### src/rtl/ikaopm_dac_decoder.sv
// YM3012-style serial DAC decoder: deserialises 16-bit floating-point sound
// words from the OPM SO pin and expands them to signed 16-bit linear samples.
//
// Interface note: there is no backpressure. o_R_VALID / o_L_VALID / o_ERR are
// valid-only strobes. Each one is high for exactly one enabled period and
// drops on the next enabled edge. A consumer must sample on that enabled edge.
module ikaopm_dac_decoder #(
    parameter bit SYNC_CHECK = 1'b1,
    parameter bit MUTE_EXP0  = 1'b1
) (
    input  logic        i_EMUCLK,
    input  logic        i_MRST,
    input  logic        i_phi1_NCEN_n,
    input  logic        i_SO,
    input  logic        i_SYNC,
    input  logic        i_LR,
    output logic [15:0] o_R,
    output logic [15:0] o_L,
    output logic        o_R_VALID,
    output logic        o_L_VALID,
    output logic        o_ERR,
    output logic [1:0]  o_DBG_STATE
);

    typedef enum logic [1:0] {
        HUNT   = 2'd0,
        RECV   = 2'd1,
        DECODE = 2'd2
    } state_t;

    state_t      state, state_nxt;
    logic        en;
    logic [15:0] sr;
    logic [3:0]  cnt;
    logic        ch;

    // Control decisions for the current enabled edge.
    logic        start_word;
    logic        shift_bit;
    logic        err_pulse;
    logic        dec_pulse;

    // Decoded fields of a complete word held in the shift register.
    logic [8:0]         mant;
    logic               sgn;
    logic [2:0]         expo;
    logic signed [15:0] lin;
    logic signed [15:0] sample;

    assign en          = ~i_phi1_NCEN_n;
    assign o_DBG_STATE = state;

    // State register; reset wins over the bit clock enable.
    always_ff @(posedge i_EMUCLK) begin
        if (i_MRST) begin
            state <= HUNT;
        end else begin
            state <= state_nxt;
        end
    end

    // Next state and per-edge control strobes.
    always_comb begin
        state_nxt  = state;
        start_word = 1'b0;
        shift_bit  = 1'b0;
        err_pulse  = 1'b0;
        dec_pulse  = 1'b0;
        if (en) begin
            case (state)
                HUNT: begin
                    if (i_SYNC) begin
                        start_word = 1'b1;
                        state_nxt  = RECV;
                    end
                end
                RECV: begin
                    // In RECV the counter is always past bit 0, so a sync here
                    // always interrupts a partial word.
                    if (i_SYNC) begin
                        start_word = 1'b1;
                        err_pulse  = SYNC_CHECK;
                    end else begin
                        shift_bit = 1'b1;
                        if (cnt == 4'd15) begin
                            state_nxt = DECODE;
                        end
                    end
                end
                DECODE: begin
                    // Publish the finished word; a sync here is a legal
                    // back-to-back start and carries bit 0 of the next word.
                    dec_pulse = 1'b1;
                    if (i_SYNC) begin
                        start_word = 1'b1;
                        state_nxt  = RECV;
                    end else begin
                        state_nxt = HUNT;
                    end
                end
                default: begin
                    state_nxt = HUNT;
                end
            endcase
        end
    end

    // Field extraction and floating-point to linear expansion.
    always_comb begin
        mant   = sr[11:3];
        sgn    = sr[12];
        expo   = sr[15:13];
        // Offset binary: S = 1 means non-negative, so the sign bit is ~S.
        lin    = {{6{~sgn}}, ~sgn, mant};
        sample = '0;
        if (expo == 3'd0) begin
            sample = MUTE_EXP0 ? 16'sd0 : lin;
        end else begin
            sample = lin <<< (expo - 3'd1);
        end
    end

    // Datapath: shift register, bit counter, channel flag, outputs, strobes.
    always_ff @(posedge i_EMUCLK) begin
        if (i_MRST) begin
            sr        <= '0;
            cnt       <= '0;
            ch        <= 1'b0;
            o_R       <= '0;
            o_L       <= '0;
            o_R_VALID <= 1'b0;
            o_L_VALID <= 1'b0;
            o_ERR     <= 1'b0;
        end else if (en) begin
            o_R_VALID <= 1'b0;
            o_L_VALID <= 1'b0;
            o_ERR     <= err_pulse;
            if (start_word) begin
                sr  <= {i_SO, 15'd0};
                cnt <= 4'd1;
                ch  <= i_LR;
            end else if (shift_bit) begin
                // LSB first: after 16 shifts bit k sits at sr[k]; cnt wraps to 0.
                sr  <= {i_SO, sr[15:1]};
                cnt <= cnt + 4'd1;
            end
            // The decode reads the pre-edge sr/ch, so a simultaneous start is safe.
            if (dec_pulse) begin
                if (ch) begin
                    o_L       <= sample;
                    o_L_VALID <= 1'b1;
                end else begin
                    o_R       <= sample;
                    o_R_VALID <= 1'b1;
                end
            end
        end
    end

endmodule

### config.mk
export PLATFORM = sky130hd
export DESIGN_NAME = ikaopm_dac_decoder
export DESIGN_NICKNAME = d
export VERILOG_FILES = /design/src/rtl/ikaopm_dac_decoder.sv
export SDC_FILE = /design/constraint.sdc
export NUM_CORES = 1
export LEC_CHECK = 0
export ABC_AREA = 1
export BUFFER_PORTS_ARGS = -buffer_cell sky130_fd_sc_hd__buf_2
export CORE_MARGIN = 3
export CORE_UTILIZATION = 53
export DETAILED_ROUTE_END_ITERATION = 8
export MAX_ROUTING_LAYER = met4
export PLACE_DENSITY = 0.76
export SLEW_MARGIN = 20
export SYNTH_ARGS = -nofsm -noshare
export SYNTH_HDL_FRONTEND = slang
export SYNTH_SLANG_ARGS = --single-unit
### constraint.sdc
create_clock -name i_EMUCLK -period 5.2 [get_ports i_EMUCLK]
set_clock_uncertainty 0.05 [all_clocks]
set_input_delay 0.78 -clock i_EMUCLK [delete_from_list [all_inputs] [get_ports i_EMUCLK]]
set_output_delay 0.78 -clock i_EMUCLK [all_outputs]
set_load 0.01 [all_outputs]
### Word level (Yosys, flattened, before mapping)

Index checks and enable logic that the tools add are counted.
Widths: inputs -> output; s select.

* register bits: 58
* bits of input ports: 6
* output and inout bits: 37
* logic and storage cells: 53

* add/sub/neg operators: 2
* equal/unequal tests: 6
* shifts and indexed selects: 1
* multiplexer cells: 23
* bitwise gates (word level): 3
* reduce and logical (&&, ||, !) cells: 9

Operator list (number)
* $mux 16: 3
* $sshl 10x3->16: 1
* $mux 1: 14
* $mux 4: 2
* $mux 2: 3
* $ne 2x2->1 const B: 3
* $pmux 2 s3: 1
* $reduce_and 3->1: 2
* $add 4x1->4 const B: 1
* $eq 4x4->1 const B: 1
* $reduce_and 2->1: 2
* $reduce_and 4->1: 1
* $logic_not 3->1: 1
* $not 1->1: 3
* $reduce_or 3->1: 1
* $sub 3x1->3 const B: 1
* $eq 2x1->1 const B: 1
* $eq 2x2->1 const B: 1
* $logic_not 2->1: 1
* $reduce_bool 2->1: 1

### Depth between registers and ports, before layout

Gate-level depths: netlist (run 1).

* word-level depth: 6
* gate-level depth with buffers: 12
* gate-level depth less buffers: 10

### Worst setup path before layout (run 1)

No wires, ideal clock.

* path kind: register to register
* start point: register sr[13]
* end point: register o_L[6]
* setup time: 0.056 ns
* arrival time: 1.607 ns
* data required time: 5.094 ns
* path slack: 3.487 ns
* cell stages (with the launch flop): 13
* buffers on the path: 3
* clock period less this slack: 1.713 ns
* path through: dfxtp_1 > inv_1 > buf_2 > ha_1 > buf_4 > inv_1 > buf_2 > nand3_1 > nand2_1 > nand2_1 > nand3_1 > nand2_1 > inv_1

* cells in the longest elaborated chain, start to end: 3
* elaborated cells between the ends (all ways): 4
* classes of those cells: 1 x add/sub; 1 x shift; 1 x mux; 1 x reduce/logical

RTL lines
* from (decl): line 33 `logic [15:0] sr;`
* from (signal assigned): line 139 `sr <= {i_SO, 15'd0};`
* from (signal assigned): line 144 `sr <= {i_SO, sr[15:1]};`
* $sub 3x1->3: line 119 `sample = lin <<< (expo - 3'd1);`
* $sshl 10x3->16: line 119
* $mux 16 *: line 116 `if (expo == 3'd0) begin`
* to (signal assigned): line 150 `o_L <= sample;`
* to (decl): line 18 `output logic [15:0] o_L,`

Every way passes the cells marked *; elsewhere a longest branch is shown, timed or not.
A chain may end at the register's enable or synchronous reset.

### Final worst setup path (run 1)

* start point: register sr[13]
* end point: register o_R[6]

* cells in the longest elaborated chain, start to end: 3
* elaborated cells between the ends (all ways): 4
* classes of those cells: 1 x add/sub; 1 x shift; 1 x mux; 1 x reduce/logical

RTL lines
* $sub 3x1->3: line 119
* $sshl 10x3->16: line 119
* $mux 16 *: line 116
* to (signal assigned): line 153 `o_R <= sample;`
* to (decl): line 17 `output logic [15:0] o_R,`

Marked as above.

==> reports/metrics.cfg, run 1 <==
[power_and_ir_drop]
p_clk_frac=0.328
power_density_mw_per_mm2=255
combinationalPowerShare=0.084
switching_power_uw=184
p_int_uw=561
p_sw_frac=0.247
ir_drop_mv=0.176
seq_power_share=0.588
leakagePower_nw=1.44

[timing]
setup_tns_ns=0
fmax_ghz=0.413
period_minus_slack_ns=2.42
min_period_over_period=0.465
maxSlewViolCount=0
hold_ws_ns=0.432
hold_viol=0
rsz0062_at_grt=no
setup_viol=0
max_slew_margin=0.455
tightestPinTransition_ns=0.818

[critical_path]
endpoint_kind=register
startpoint=sr[13]
critPathMaxFanout=13
path_class=register to register
cp.required_ns=5.41
r2r-end=o_R[6]
cp-endpoint=o_R[6]
r2r_start=sr[13]
arrival_ns=2.63
rrSetupSlack_ns=2.78
reg2regPathDepth=9
start_kind=register

[detailed_routing]
dr.pass1.iters=4
drt_wl_total_mm=5.62
via_count=2471
viasPerCell=4.90
drc=0
ant_nets=0
wl_per_cell_microns=11.2
first_iter_violations=118

[logic_synthesis]
ys_ff_latch=55
synth_cell_type_count=22
synth_area_sq_mm=0.00266
syn-mean-instance-area_sq_um=6.54
synthCells=407
syn-num-nets=416
ys_seq_area_frac=0.414
ys_warn_count=0

[floorplan]
die_area_sq_mm=0.00591
initial_core_util=0.556
die_w_microns=76.8
die_h_microns=76.8
placementRows=25
io_pins=43
core_sq_mm=0.00479

[global_route]
grt_usage=0.209
antenna_found_initial=0
grt_max_degree=42
gr-total-overflow=0
grt_pass1_wl_mm=9.94
grt_pass1_vias=2300

[layout]
seqCellArea_sq_mm=0.00110
nets=445
antenna_cells=0
syn_to_final_growth_pct=9.78
drive_gt1_frac=0.140
fillers=475
layout_common_cells=nand2_1 (122), nor2_1 (60), dfxtp_1 (55), inv_1 (48), nand3_1 (45)
layout_commonest_cell=nand2_1
multiInputGateArea_sq_mm=0.00124
layout.cells.non_filler=504

[clocking]
cts_tree=yes
cts_setup_buffers=0
cts_hold_buf=0
htreeDepth=2
cts_max_path_buffers=2
clock_latency_ns=0.31
cts_buffers=5
root_buffer=clkbuf_8
cts_num_sinks=55
ctsResizeCount=0
clk_pin_slew_worst_paths_ns=0.09

[min_path]
hold_start=sr[6]
worstHoldPathType=register to register

[placement]
hpwl_mm=3.98
dp.cells=496
place_congestion=0.937
place.port_buffers=42

[run_status]
status=complete, no violations

[run]
maxCapViolations=0

## worst max-delay path, stage by stage, from the launching register on
cell	delay, ns
dfxtp_1	0.56
inv_1	0.27
ha_1	0.29
inv_1	0.06
nand2_1	0.05
a21oi_1	0.64
nand2_1	0.20
nand3_1	0.13
nand2_1	0.05
inv_1	0.05
## registers in the layout, indices dropped and copies added (netlist names)
name / count
o_R: 16
ch: 1
o_R_VALID: 1
sr: 13
cnt: 4
o_L_VALID: 1
o_DBG_STATE: 2
o_L: 16
o_ERR: 1
## layer usage
metal	vias up	track usage	wire, microns
met5	-	-	0
li1	1310	-	-
met2	62	0.343	2610
met3	7	0.0411	269
met1	1092	0.254	2660
met4	0	0.0815	86
## synth_stat cells
library cell	instances	share of area
clkbuf_1	4	0.0056
nor3_1	1	0.0019
inv_1	48	0.068
nor2_1	60	0.085
buf_4	7	0.020
nand2_4	1	0.0042
buf_1	2	0.0028
ha_1	3	0.014
dfxtp_1	55	0.41
nand2_1	122	0.17
inv_2	3	0.0042
buf_6	3	0.013
o21ai_0	5	0.0094
nand3_2	2	0.0075
a21oi_1	28	0.053
o21ai_1	8	0.015
nor2_2	1	0.0024
buf_2	4	0.0075
nor2_4	2	0.0085
nand2_2	2	0.0047
nand3_1	45	0.085
nor3_2	1	0.0038
## worst min-delay path by stage
stage,to,slack [ns],cells past startpoint
3_5_place_dp,sr[8],0.42,2
4_1_cts,sr[8],0.43,2
2_1_floorplan,sr[4],0.40,2
6_report,sr[6],0.43,2
5_1_grt,sr[8],0.45,2
3_3_place_gp,sr[5],0.42,2
## power groups by stage
stage                     Sequential, mW  Combinational, mW  Clock (mW)
after detailed placement           0.449             0.0626           0
after global placement             0.448             0.0615           0
after floorplan                    0.452             0.0432           0
after global routing               0.441             0.0712       0.264
after CTS                          0.439             0.0628       0.255
final                              0.439             0.0624       0.245
## final cells by class
type,instances,area share
Multi-Input combinational cell,281,0.424
Tap cell,67,0.0287
Clock buffer,7,0.0296
Clock inverter,1,0.00300
Inverter,51,0.0656
Timing Repair Buffer,42,0.0720
Sequential cell,55,0.377
## through the flow
stage	total power [mW]	setup slack, ns	util	cell area [sq um]
2_1_floorplan	0.496	3.49	-	2660
3_3_place_gp	0.510	2.92	0.590	2830
3_5_place_dp	0.511	2.85	0.590	2830
4_1_cts	0.757	2.81	0.610	2920
5_1_grt	0.776	2.47	0.610	2920
6_report	0.746	2.78	0.610	2920
## kinds of logic after synthesis
family                     synth area share
AOI/OAI and AO/OA                    0.0771
and+or+nand+nor                       0.374
buffers and inverters                 0.120
adders and majority gates            0.0141
DFF                                   0.414
Power figures use the tool's default switching activity.
==> inputs of run 2 (changes only) <==
==> constraint.sdc (replaced) <==
create_clock -name i_EMUCLK -period 2.3 [get_ports i_EMUCLK]
set_clock_uncertainty 0.05 [all_clocks]
set_input_delay 0.345 -clock i_EMUCLK [delete_from_list [all_inputs] [get_ports i_EMUCLK]]
set_output_delay 0.345 -clock i_EMUCLK [all_outputs]
set_load 0.01 [all_outputs]
==> run 2 against run 1 <==
Against the previous run: non-clock buffer count up 5; first-iteration DRC count is 66% higher; critical endpoint is now o_R[12]; sequential power rose by 130%.
==> reports/metrics.cfg, run 2 (synthesized netlist as in run 1, its figures left out) <==
[run_status]
status=complete, no violations

[critical_path]
critPathMaxFanout=12
arrival_ns=2.21
cp.required_ns=2.47
start_kind=register
endpoint_kind=register
path_class=register to register

[layout]
drive_gt1_frac=0.154
nets=450
fillers=480
layout_common_cells=nand2_1 (122), nor2_1 (60), dfxtp_1 (55), inv_1 (48), nand3_1 (45)
reg.largest.list=o_L: 16 flops, o_R: 16 flops, sr: 13 flops
post-route-util=0.624
syn_to_final_growth_pct=12.2
layout.cells.non_filler=509
post-route-cell-area_sq_mm=0.00298
layout_commonest_cell=nand2_1
antenna_cells=0

[timing]
hold_viol=0
tightestPinTransition_ns=0.717
hold_ws_ns=0.219
setup_tns_ns=0
fin_ws_ns=0.258
fmax_ghz=0.490
max_slew_margin=0.521
min_period_over_period=0.888
setup_viol=0
rsz0062_at_grt=no
maxSlewViolCount=0
period_minus_slack_ns=2.04

[global_route]
grt_pass1_vias=2345
gr-total-overflow=0
antenna_found_initial=0
grt_pass1_wl_mm=10.3
grt_max_degree=34
grt_usage=0.216

[clocking]
clock_latency_ns=0.30
cts_max_path_buffers=2
cts_num_sinks=55
cts_setup_buffers=0
clk_pin_slew_worst_paths_ns=0.09
root_buffer=clkbuf_8
cts_hold_buf=0
htreeDepth=2
cts_buffers=5
cts_tree=yes
ctsResizeCount=0

[placement]
place.port_buffers=42
hpwl_mm=4.14
post_dp_cell_area_sq_mm=0.00286
dp.cells=501
dp_slack_ns=0.265
place_congestion=0.830

[detailed_routing]
drt_wl_total_mm=5.68
drc=0
dr.pass1.iters=5
wl_per_cell_microns=11.2
ant_nets=0
viasPerCell=4.95
first_iter_violations=196
via_count=2522

[power_and_ir_drop]
finalPower_mw=1.79
seq_power_share=0.554
p_int_mw=1.38
leakagePower_nw=1.48
p_sw_frac=0.231
ir_drop_mv=0.330
switching_power_uw=415
p_clk_frac=0.365
power_density_mw_per_mm2=601
combinationalPowerShare=0.081

[floorplan]
die_w_microns=76.8
die_h_microns=76.8
core_sq_mm=0.00479
placementRows=25
die_area_sq_mm=0.00591
initial_core_util=0.556
io_pins=43

[min_path]
worstHoldPathType=input port to register

[run]
maxCapViolations=0

## run 2: cell count changes in the layout (fill, tap and decap cells not counted), sizes merged
cell,previous run,this run
buf,42,47
bufinv,0,1
clkbuf,7,6
## run 2: path summary, 6_finish.rpt
kind	from	to	slack, ns	depth (start not counted)
max	sr[13]	o_R[12]	0.26	9
min	i_SO	sr[15]	0.22	3
max reg2reg	sr[13]	o_R[12]	0.26	9
min reg2reg	sr[4]	sr[3]	0.43	2
## run 2: final cells by class
cell class / instances / area [sq um] / area share
Multi-Input combinational cell: 281 / 1240 / 0.416
Tap cell: 67 / 83.8 / 0.0281
Timing Repair Buffer: 47 / 248 / 0.0830
Sequential cell: 55 / 1100 / 0.369
Inverter: 51 / 191 / 0.0642
Clock inverter: 2 / 35.0 / 0.0117
Clock buffer: 6 / 82.6 / 0.0277
## run 2: power groups by stage
stage	sequential, mW	combinational, mW	clock (mW)
floorplan	1.02	0.0977	0
finish	0.992	0.146	0.655
CTS	0.992	0.146	0.676
global route	0.996	0.166	0.723
detailed placement	1.01	0.145	0
global placement	1.01	0.142	0
## run 2: critical path: stages, from the launching register on
cell and delay [ns]:
dfxtp_1 0.35, inv_1 0.18, ha_1 0.53, inv_1 0.26
nand3_1 0.17, nand2_1 0.11, nand2_1 0.11, nand3_1 0.08
nand2_1 0.09, inv_1 0.03
## run 2: per-layer routing
metal,global-route usage,up-vias,routed length (microns)
li1,-,1317,-
met1,0.275,1136,2740
met2,0.346,62,2560
met3,0.0434,7,290
met4,0.0707,0,87
met5,-,-,0
